<file path="config.mk">
export PLATFORM = sky130hd
export DESIGN_NAME = rgb_color_seq
export DESIGN_NICKNAME = d
export VERILOG_FILES = /design/src/rtl/rgb_color_seq.sv
export SDC_FILE = /design/constraint.sdc
export NUM_CORES = 1
export LEC_CHECK = 0
export CORE_MARGIN = 1
export CORE_UTILIZATION = 39
export CTS_CLUSTER_SIZE = 12
export DETAILED_ROUTE_END_ITERATION = 8
export DONT_BUFFER_PORTS = 1
export PLACE_DENSITY = 0.55
export SYNTH_ARGS = -nofsm -noshare
export SYNTH_HDL_FRONTEND = slang
export SYNTH_SLANG_ARGS = --single-unit
</file>
<file path="constraint.sdc">
create_clock -name clk -period 12.8 [get_ports clk]
set_input_delay 2.56 -clock clk [delete_from_list [all_inputs] [get_ports clk]]
set_output_delay 2.56 -clock clk [all_outputs]
set_load 0.01 [all_outputs]
</file>
<file path="src/rtl/rgb_color_seq.sv">
// Produces the R/G/B duty values for the RGB PWM stage. It debounces the buttons,
// selects manual adjust, hue-wheel fade, white breathe or hold from sw, and strobes upd.
module rgb_color_seq #(
  parameter int DEB_CYCLES = 20000,
  parameter int TICK_DIV   = 50000,
  parameter int STEP       = 16
) (
  input  logic       clk,
  input  logic       rst,
  input  logic [1:0] sw,
  input  logic       btn_up,
  input  logic       btn_down,
  input  logic       btn_sel,
  output logic [7:0] R_time_out,
  output logic [7:0] G_time_out,
  output logic [7:0] B_time_out,
  output logic       upd,
  output logic [3:0] led
);

  localparam int DW = (DEB_CYCLES > 1) ? $clog2(DEB_CYCLES) : 1;
  localparam int TW = (TICK_DIV > 1) ? $clog2(TICK_DIV) : 1;
  localparam logic [DW-1:0] DEB_LAST  = DW'(DEB_CYCLES - 1);
  localparam logic [TW-1:0] TICK_LAST = TW'(TICK_DIV - 1);
  localparam logic [8:0]    STEP9     = 9'(STEP);

  typedef enum logic [1:0] {
    MODE_MANUAL  = 2'b00,
    MODE_FADE    = 2'b01,
    MODE_BREATHE = 2'b10,
    MODE_HOLD    = 2'b11
  } mode_e;

  logic [1:0]    sw_s1_q, sw_s2_q;
  mode_e         mode_q;
  logic [2:0]    btn_raw_s, btn_s1_q, btn_s2_q, btn_stable_q, btn_dly_q, press_q;
  logic [DW-1:0] deb_cnt_q [3];
  logic [TW-1:0] tick_cnt_q, tick_cnt_d;
  logic [7:0]    r_q, g_q, b_q, r_d, g_d, b_d;
  logic [2:0]    sel_q, sel_d;
  logic [2:0]    phase_q, phase_d;
  logic          dir_q, dir_d, tgl_q, tgl_d, upd_q;
  logic          mode_chg_s, anim_s, tick_s;
  logic [7:0]    cur_s, adj_s, breath_s;
  logic [8:0]    sum_s, diff_s;

  assign btn_raw_s = {btn_sel, btn_down, btn_up};

  // Input synchronisers, mode history and per-button debounce with press pulse.
  always_ff @(posedge clk) begin
    if (!rst) begin
      sw_s1_q      <= 2'b00;
      sw_s2_q      <= 2'b00;
      mode_q       <= MODE_MANUAL;
      btn_s1_q     <= 3'b000;
      btn_s2_q     <= 3'b000;
      btn_stable_q <= 3'b000;
      btn_dly_q    <= 3'b000;
      press_q      <= 3'b000;
      for (int i = 0; i < 3; i++) deb_cnt_q[i] <= '0;
    end else begin
      sw_s1_q   <= sw;
      sw_s2_q   <= sw_s1_q;
      mode_q    <= mode_e'(sw_s2_q);
      btn_s1_q  <= btn_raw_s;
      btn_s2_q  <= btn_s1_q;
      btn_dly_q <= btn_stable_q;
      press_q   <= btn_stable_q & ~btn_dly_q;
      for (int i = 0; i < 3; i++) begin
        if (btn_s2_q[i] != btn_stable_q[i]) begin
          if (deb_cnt_q[i] == DEB_LAST) begin
            btn_stable_q[i] <= btn_s2_q[i];
            deb_cnt_q[i]    <= '0;
          end else begin
            deb_cnt_q[i] <= deb_cnt_q[i] + DW'(1);
          end
        end else begin
          deb_cnt_q[i] <= '0;
        end
      end
    end
  end

  assign mode_chg_s = (sw_s2_q != mode_q);
  assign anim_s     = (mode_q == MODE_FADE) || (mode_q == MODE_BREATHE);
  assign tick_s     = anim_s && !mode_chg_s && (tick_cnt_q == TICK_LAST);
  assign breath_s   = dir_q ? (r_q + 8'd1) : (r_q - 8'd1);
  assign sum_s      = {1'b0, cur_s} + STEP9;
  assign diff_s     = {1'b0, cur_s} - STEP9;

  // Saturating manual adjust of the currently selected channel.
  always_comb begin
    case (sel_q)
      3'b010:  cur_s = g_q;
      3'b100:  cur_s = b_q;
      default: cur_s = r_q;
    endcase
    if (press_q[0] && !press_q[1]) begin
      adj_s = sum_s[8] ? 8'hFF : sum_s[7:0];
    end else if (press_q[1] && !press_q[0]) begin
      adj_s = diff_s[8] ? 8'h00 : diff_s[7:0];
    end else begin
      adj_s = cur_s;
    end
  end

  // Next-state for duty values, selection, fade phase, breathe direction and tick.
  always_comb begin
    r_d        = r_q;
    g_d        = g_q;
    b_d        = b_q;
    sel_d      = sel_q;
    phase_d    = phase_q;
    dir_d      = dir_q;
    tgl_d      = tgl_q ^ tick_s;
    tick_cnt_d = '0;
    if (mode_chg_s) begin
      case (mode_e'(sw_s2_q))
        MODE_FADE: begin
          r_d     = 8'hFF;
          g_d     = 8'h00;
          b_d     = 8'h00;
          phase_d = 3'd0;
        end
        MODE_BREATHE: begin
          r_d   = 8'h00;
          g_d   = 8'h00;
          b_d   = 8'h00;
          dir_d = 1'b1;
        end
        default: begin
        end
      endcase
    end else begin
      if (anim_s && !tick_s) begin
        tick_cnt_d = tick_cnt_q + TW'(1);
      end else begin
        tick_cnt_d = '0;
      end
      case (mode_q)
        MODE_MANUAL: begin
          sel_d = press_q[2] ? {sel_q[1:0], sel_q[2]} : sel_q;
          case (sel_q)
            3'b010:  g_d = adj_s;
            3'b100:  b_d = adj_s;
            default: r_d = adj_s;
          endcase
        end
        MODE_FADE: begin
          // The tick that lands the ramped channel on its endpoint also advances the phase.
          if (tick_s) begin
            case (phase_q)
              3'd0: begin g_d = g_q + 8'd1; phase_d = (g_q == 8'd254) ? 3'd1 : phase_q; end
              3'd1: begin r_d = r_q - 8'd1; phase_d = (r_q == 8'd1)   ? 3'd2 : phase_q; end
              3'd2: begin b_d = b_q + 8'd1; phase_d = (b_q == 8'd254) ? 3'd3 : phase_q; end
              3'd3: begin g_d = g_q - 8'd1; phase_d = (g_q == 8'd1)   ? 3'd4 : phase_q; end
              3'd4: begin r_d = r_q + 8'd1; phase_d = (r_q == 8'd254) ? 3'd5 : phase_q; end
              3'd5: begin b_d = b_q - 8'd1; phase_d = (b_q == 8'd1)   ? 3'd0 : phase_q; end
              default: phase_d = 3'd0;
            endcase
          end else begin
            phase_d = phase_q;
          end
        end
        MODE_BREATHE: begin
          if (tick_s) begin
            r_d = breath_s;
            g_d = breath_s;
            b_d = breath_s;
            if (dir_q && (breath_s == 8'hFF)) begin
              dir_d = 1'b0;
            end else if (!dir_q && (breath_s == 8'h00)) begin
              dir_d = 1'b1;
            end else begin
              dir_d = dir_q;
            end
          end else begin
            dir_d = dir_q;
          end
        end
        default: begin
        end
      endcase
    end
  end

  // Output and animation state registers; upd flags any duty change.
  always_ff @(posedge clk) begin
    if (!rst) begin
      r_q        <= 8'h00;
      g_q        <= 8'h00;
      b_q        <= 8'h00;
      sel_q      <= 3'b001;
      phase_q    <= 3'd0;
      dir_q      <= 1'b1;
      tgl_q      <= 1'b0;
      tick_cnt_q <= '0;
      upd_q      <= 1'b0;
    end else begin
      r_q        <= r_d;
      g_q        <= g_d;
      b_q        <= b_d;
      sel_q      <= sel_d;
      phase_q    <= phase_d;
      dir_q      <= dir_d;
      tgl_q      <= tgl_d;
      tick_cnt_q <= tick_cnt_d;
      upd_q      <= (r_d != r_q) || (g_d != g_q) || (b_d != b_q);
    end
  end

  assign R_time_out = r_q;
  assign G_time_out = g_q;
  assign B_time_out = b_q;
  assign upd        = upd_q;
  assign led        = {tgl_q, sel_q};

endmodule

</file>
==> qor.yml, run 1 <==
port_buffers: 0
arrival_ps: 5110
grt_util_all_layers_pct: 27.3
grt_pass1_vias: 8668
max_cap_violations: 0
synth_seq_area_share_pct: 30.0
synth_top_area_share_pct: 15.3
syn_area_per_cell_sq_um: 7.80
layout-drive-gt1-share_pct: 6.65
nets: 1206
utilization_pct: 44.2
clk_latency_ps: 440
power_density_nw_per_um2: 99.8
async_flop_share_pct: 0
first_pass_iters: 7
tightest_slew_ps: 1150
setup_tns_ps: 0
via_per_inst: 6.19
initialDrtViolationCount: 1042
overflow: 0
synth-edff-count: 45
required_ps: 13130
dieArea_sq_um: 24100
synth.ff_latch_count: 115
hold_viol: 0
final_common_cell: "nor2_1"
synth_cell_types: 91
cts.clk_slew.worst_paths_ps: 80
clk_path_buf_depth: 2
antenna_cells: 0
grt_pass1_wl_um: 50500
die_w_um: 155
outcome: "finished, final reports clean"
num_io_pins: 36
yosysTopAreaCell: "dfxtp_1"
power.leakage_nw: 3.55
synth_top_flop_cell: "dfxtp_1"
cts_made_buffers: 17
holdBufCountCts: 0
gp_congestion: 1.07
core_area_sq_um: 22800
synthTopCellsByArea: "dfxtp_1 (15%), edfxtp_1 (15%), nor2_1 (5.4%)"
end_kind: "register"
setup.worst_path.start_class: "register"
vias: 9285
fmax_ghz: 0.209
hp-class: "reg2reg"
fin_crit_ps: 4780
setup_viol: 0
ir_drop_v: 0.0000719
grt_max_degree: 56
instances_no_fill: 1501
wirelength_um: 32300
slew_headroom_pct: 23.1
finalMaxSlewViolations: 0
worst-setup-path-type: "reg2reg"
cts_num_sinks: 115
dp_hpwl_um: 22900
whs_ps: 386
fin_crit_sh_pct: 37.4
antenna_found_initial: 0
mostFrequentLayoutCells: "nor2_1 (133), nand2_1 (107), dfxtp_1 (70)"
dp_cells: 1469
skew_ps: 16.4
netlist_instances: 1174
syn2layout_area_growth_pct: 10.2
synth_area_sq_um: 9160
ys_warn_count: 0
drc: 0
cts_resized: 0
htreeDepth: 4
rsz0062_at_grt: "no"
routedWlPerCell_um: 21.5
root_buffer: "clkbuf_16"
rows: 55
ant_nets: 0
die_h_um: 155
crit_fanout: 14
cts_tree: "done"
cts_setup_buffers: 0
initial_core_util_pct: 40.1
## metal layers
| layer | global-route usage (%) | part of all wire (%) | vias up |
|---|---|---|---|
| met5 | 0 | 0 | - |
| met4 | 13.4 | 4.4 | 0 |
| met3 | 8.30 | 11 | 129 |
| met2 | 40.6 | 42 | 545 |
| met1 | 35.7 | 42 | 4311 |
| li1 | - | - | 4300 |
## flip-flops by register name (all words and copies together) (netlist names), 3 cells and up
name          flops
btn_stable_q      3
btn_s1_q          3
deb_cnt_q        45
R_time_out        8
btn_dly_q         3
sel_q             3
G_time_out        8
phase_q           3
btn_s2_q          3
tick_cnt_q       16
press_q           3
B_time_out        8
## stage by stage
step | setup slack [ps] | area [sq um] | power, W
floorplan | 8740 | 9330 | 0.000497
CTS | 8120 | 10100 | 0.00102
global route | 7700 | 10100 | 0.00104
finish | 8020 | 10100 | 0.00101
global placement | 8000 | 9510 | 0.000535
detailed placement | 8120 | 9510 | 0.000533
## cells by family (layout without fill, tap and decap cells)
group / after synthesis / in the layout / synth area share [%]
xor gates and xnor gates: 70 / 70 / 6.77
and+or+nand+nor: 519 / 519 / 28.6
DFF: 115 / 115 / 30.0
buffers and inverters: 116 / 86 / 5.09
other: 1 / 45 / 0.0409
AOI/OAI and AO/OA: 320 / 320 / 25.2
adders and majority gates: 24 / 24 / 3.28
muxes: 9 / 9 / 1.01
## critical path, cell delays in order, from the launching register on
cell	delay, ps
dfxtp_1	680
nand2b_1	230
o22a_1	280
o22ai_1	280
ha_1	230
inv_1	70
nor2_1	200
nand3_1	150
a211oi_1	900
nor4_1	140
a211o_1	330
nor4_1	180
nand4_1	110
or4_1	530
o41a_1	370
## synth_stat cells (all sizes together) (22+ instances only)
cell type	count
nand4	35
ha	24
nor3	38
o21ai	60
dfxtp	70
nor2	134
xnor2	29
and2	33
nand2	107
nor2b	22
a21oi	54
edfxtp	45
a31oi	22
inv	37
nand3	54
clkbuf	66
xor2	41
## area by class of cell
cell class / count / area (sq um)
clock buffer: 17 / 425
clock inverter: 15 / 161
multi-input combinational: 987 / 6110
fill: 2363 / 12700
tap: 313 / 392
sequential: 115 / 2750
inverter: 39 / 146
timing repair buffer: 15 / 113
## path summary, 6_finish.rpt
check | start | to | slack [ps] | cells past startpoint
setup / recovery | sel_q[1]$_SDFFE_PN0P_ | upd$_SDFF_PN0_ | 8020 | 14
hold / removal | btn_dly_q[1]$_SDFF_PN0_ | press_q[1]$_SDFF_PN0_ | 390 | 1
setup reg to reg | sel_q[1]$_SDFFE_PN0P_ | upd$_SDFF_PN0_ | 8020 | 14
hold reg to reg | btn_dly_q[1]$_SDFF_PN0_ | press_q[1]$_SDFF_PN0_ | 390 | 1
## power breakdown
group	internal, W	switching, W
clock	0.000260	0.000217
sequential	0.000391	0.0000186
combinational	0.0000409	0.0000799
(Power assumes the default switching activity.)
==> run 2: changes to the inputs <==
- clock period: 12.8 -> 4.85 ns (I/O delays scaled with it)
==> run 2 against run 1 <==
Net effect:
- flip-flop and latch count did not move
- critical path depth unchanged
- register-to-register slack got worse by 7600 ps
- setup slack got worse by 7600 ps
- fmax up 7.3%
- clock power increased to 2.6 times the previous value
- non-clock buffer count rose by 36
- highest routed layer unchanged
- global-route usage up 1.0 points
- core utilization increased by 1.1 points
- via count is 0.48% higher
- largest cell class unchanged
- clock skew down 4.5 ps
- final cell count rose by 2.4%
==> qor.yml, run 2 (same netlist as run 1, synthesis figures left out) <==
p_sw_w: 0.000774  # was 0.000315 W
wl_met2_um: 14900  # was 13700 um
ant_nets: 0  # unchanged
end_kind: "register"  # unchanged
finalMaxSlewViolations: 0  # unchanged
max_cap_violations: 0  # unchanged
wirelength_um: 33600  # was 32300 um
cts.clk_slew.worst_paths_ps: 60  # was 80 ps
crit_fanout: 10  # was 14
die_h_um: 155  # unchanged
antenna_cells: 0  # unchanged
regMostFlops: "deb_cnt_q"  # unchanged
slowest_delay_ps: 540  # was 900 ps
via_per_inst: 6.07  # was 6.19
cts_num_sinks: 115  # unchanged
rows: 55  # unchanged
p_int_w: 0.00188  # was 0.000692 W
root_buffer: "clkbuf_16"  # unchanged
grt_pass1_vias: 8798  # was 8668
drc: 0  # unchanged
die_w_um: 155  # unchanged
largest_reg_flops: 45  # unchanged
required_ps: 5160  # was 13130 ps
final_common_cell: "nor2_1"  # unchanged
rsz0062_at_grt: "no"  # unchanged
fin_crit_sh_pct: 91.9  # was 37.4%
routedWlPerCell_um: 21.8  # was 21.5 um
crit_slowest_cell: "or4_1"  # was a211oi_1
grt_max_degree: 56  # unchanged
cts_setup_buffers: 0  # unchanged
dieArea_sq_um: 24100  # unchanged
vias: 9330  # was 9285
hold_viol: 0  # unchanged
cts_resized: 0  # unchanged
fin_crit_ps: 4460  # was 4780 ps
first_pass_iters: 5  # was 7
dpl_worst_slack_ps: 308  # was 8120 ps
critPathTopFamily: "compound AO/OA/AOI/OAI gates"  # unchanged
initial_core_util_pct: 40.1  # unchanged
largestRegisters: "deb_cnt_q x45, tick_cnt_q x16"  # unchanged
clk_latency_ps: 430  # was 440 ps
initialDrtViolationCount: 997  # was 1042
fmax_ghz: 0.224  # was 0.209 GHz
slew_headroom_pct: 20.7  # was 23.1%
path_depth: 14  # unchanged
power.leakage_nw: 3.73  # was 3.55 nW
arrival_ps: 4760  # was 5110 ps
seqCellArea_sq_um: 2750  # about the same
port_buffers: 0  # unchanged
holdBufCountCts: 0  # unchanged
wl_met3_um: 3420  # was 3600 um
tightest_slew_ps: 1190  # was 1150 ps
timing.critical_path.buf_inv: 1  # unchanged
outcome: "finished, final reports clean"  # unchanged
power_frac_seq_pct: 40.4  # was 40.7%
skew_ps: 11.9  # was 16.4 ps
mostFrequentLayoutCells: "nor2_1 (133), nand2_1 (107), dfxtp_1 (69)"  # was nor2_1 (133), nand2_1 (107), dfxtp_1 (70)
setup.worst_path.start_class: "register"  # unchanged
highest_layer: "met4"  # unchanged
setup_tns_ps: 0  # unchanged
setup_viol: 0  # unchanged
ir_drop_v: 0.000216  # was 0.0000719 V
power_density_nw_per_um2: 256  # was 99.8 nW/um^2
syn2layout_area_growth_pct: 13.0  # was 10.2%
grt_util_all_layers_pct: 28.3  # was 27.3%
htreeDepth: 4  # unchanged
clk_path_buf_depth: 2  # unchanged
hp-class: "reg2reg"  # unchanged
multi_input_area_sq_um: 6110  # unchanged
nets: 1242  # was 1206
dp_hpwl_um: 24700  # was 22900 um
grt_pass1_wl_um: 51900  # was 50500 um
fillers: 2383  # was 2363
cts_tree: "done"  # unchanged
cts_made_buffers: 17  # unchanged
overflow: 0  # unchanged
core_area_sq_um: 22800  # unchanged
antenna_found_initial: 0  # unchanged
p_comb_share_pct: 13.0  # was 12.0%
gp_congestion: 0.980  # was 1.07
crit_chain: "nand2b_1 > o22a_1 > o22ai_1 > ha_1 > inv_1 > a211oi_2 > a41oi_2 > a2111oi_4 > nor4_1 > or4_1 > nor4_1 > nand4_1 > or4_1 > o41a_1"  # was nand2b_1 > o22a_1 > o22ai_1 > ha_1 > inv_1 > nor2_1 > nand3_1 > a211oi_1 > nor4_1 > a211o_1 > nor4_1 > nand4_1 > or4_1 > o41a_1
worstHoldPathCells: 1  # unchanged
p_clk_share_pct: 46.6  # was 47.3%
num_io_pins: 36  # unchanged
layout-drive-gt1-share_pct: 9.48  # was 6.65%
swShare_pct: 29.2  # was 31.3%
setup_ws_ps: 391  # was 8020 ps
wl_met1_um: 14000  # was 13600 um
r2r_cells: 14  # unchanged
worst-setup-path-type: "reg2reg"  # unchanged
[run 2: changes by cell type in the layout (fill, tap and decap cells not counted), sizes merged]
cell,before,now
buf,15,51
bufinv,0,1
clkbuf,17,18
clkinv,7,10
inv,45,40
[run 2: power by group through the flow]
stage | clock (W) | combinational (W) | sequential, W
final | 0.00123 | 0.000346 | 0.00107
after global routing | 0.00130 | 0.000369 | 0.00107
after CTS | 0.00126 | 0.000333 | 0.00107
after detailed placement | 0 | 0.000331 | 0.00109
after global placement | 0 | 0.000337 | 0.00109
after floorplan | 0 | 0.000233 | 0.00108
[run 2: worst reg2reg max path, delay by kind of cell (launching register included)]
| kind | cells | cell delay, ps |
|---|---|---|
| AOI/OAI and AO/OA | 6 | 1790 |
| buffers and inverters | 1 | 70 |
| adders and majority gates | 1 | 220 |
| DFF | 1 | 520 |
| and+or+nand+nor | 6 | 1720 |
[run 2: layer usage]
metal  track usage (%)  vias to the layer above
li1                  -                     4370
met4              13.6                        0
met2              44.0                      491
met3              6.55                       99
met5                 0                        -
met1              37.0                     4370
[run 2: area by class of cell]
type / instances / area share [%]
Multi-Input combinational cell: 987 / 59.0
Sequential cell: 115 / 26.6
Clock buffer: 18 / 4.24
Tap cell: 313 / 3.78
Timing Repair Buffer: 51 / 3.70
Inverter: 39 / 1.41
Clock inverter: 14 / 1.26
[run 2: stage by stage]
stage	hold slack, ps	utilization, %	area (sq um)	total power (W)	std cells
CTS	395	45.3	10300	0.00266	1537
detailed placement	380	42.8	9780	0.00142	1505
global placement	377	42.8	9780	0.00143	1505
floorplan	367	-	9330	0.00131	1218
finish	391	45.3	10400	0.00265	1537
global route	406	45.3	10400	0.00274	1537
[run 2: worst paths after layout]
kind / start / to / slack [ps]
max: sel_q[1]$_SDFFE_PN0P_ / upd$_SDFF_PN0_ / 390
min: btn_dly_q[2]$_SDFF_PN0_ / press_q[2]$_SDFF_PN0_ / 390
max reg2reg: sel_q[1]$_SDFFE_PN0P_ / upd$_SDFF_PN0_ / 390
min reg2reg: btn_dly_q[2]$_SDFF_PN0_ / press_q[2]$_SDFF_PN0_ / 390
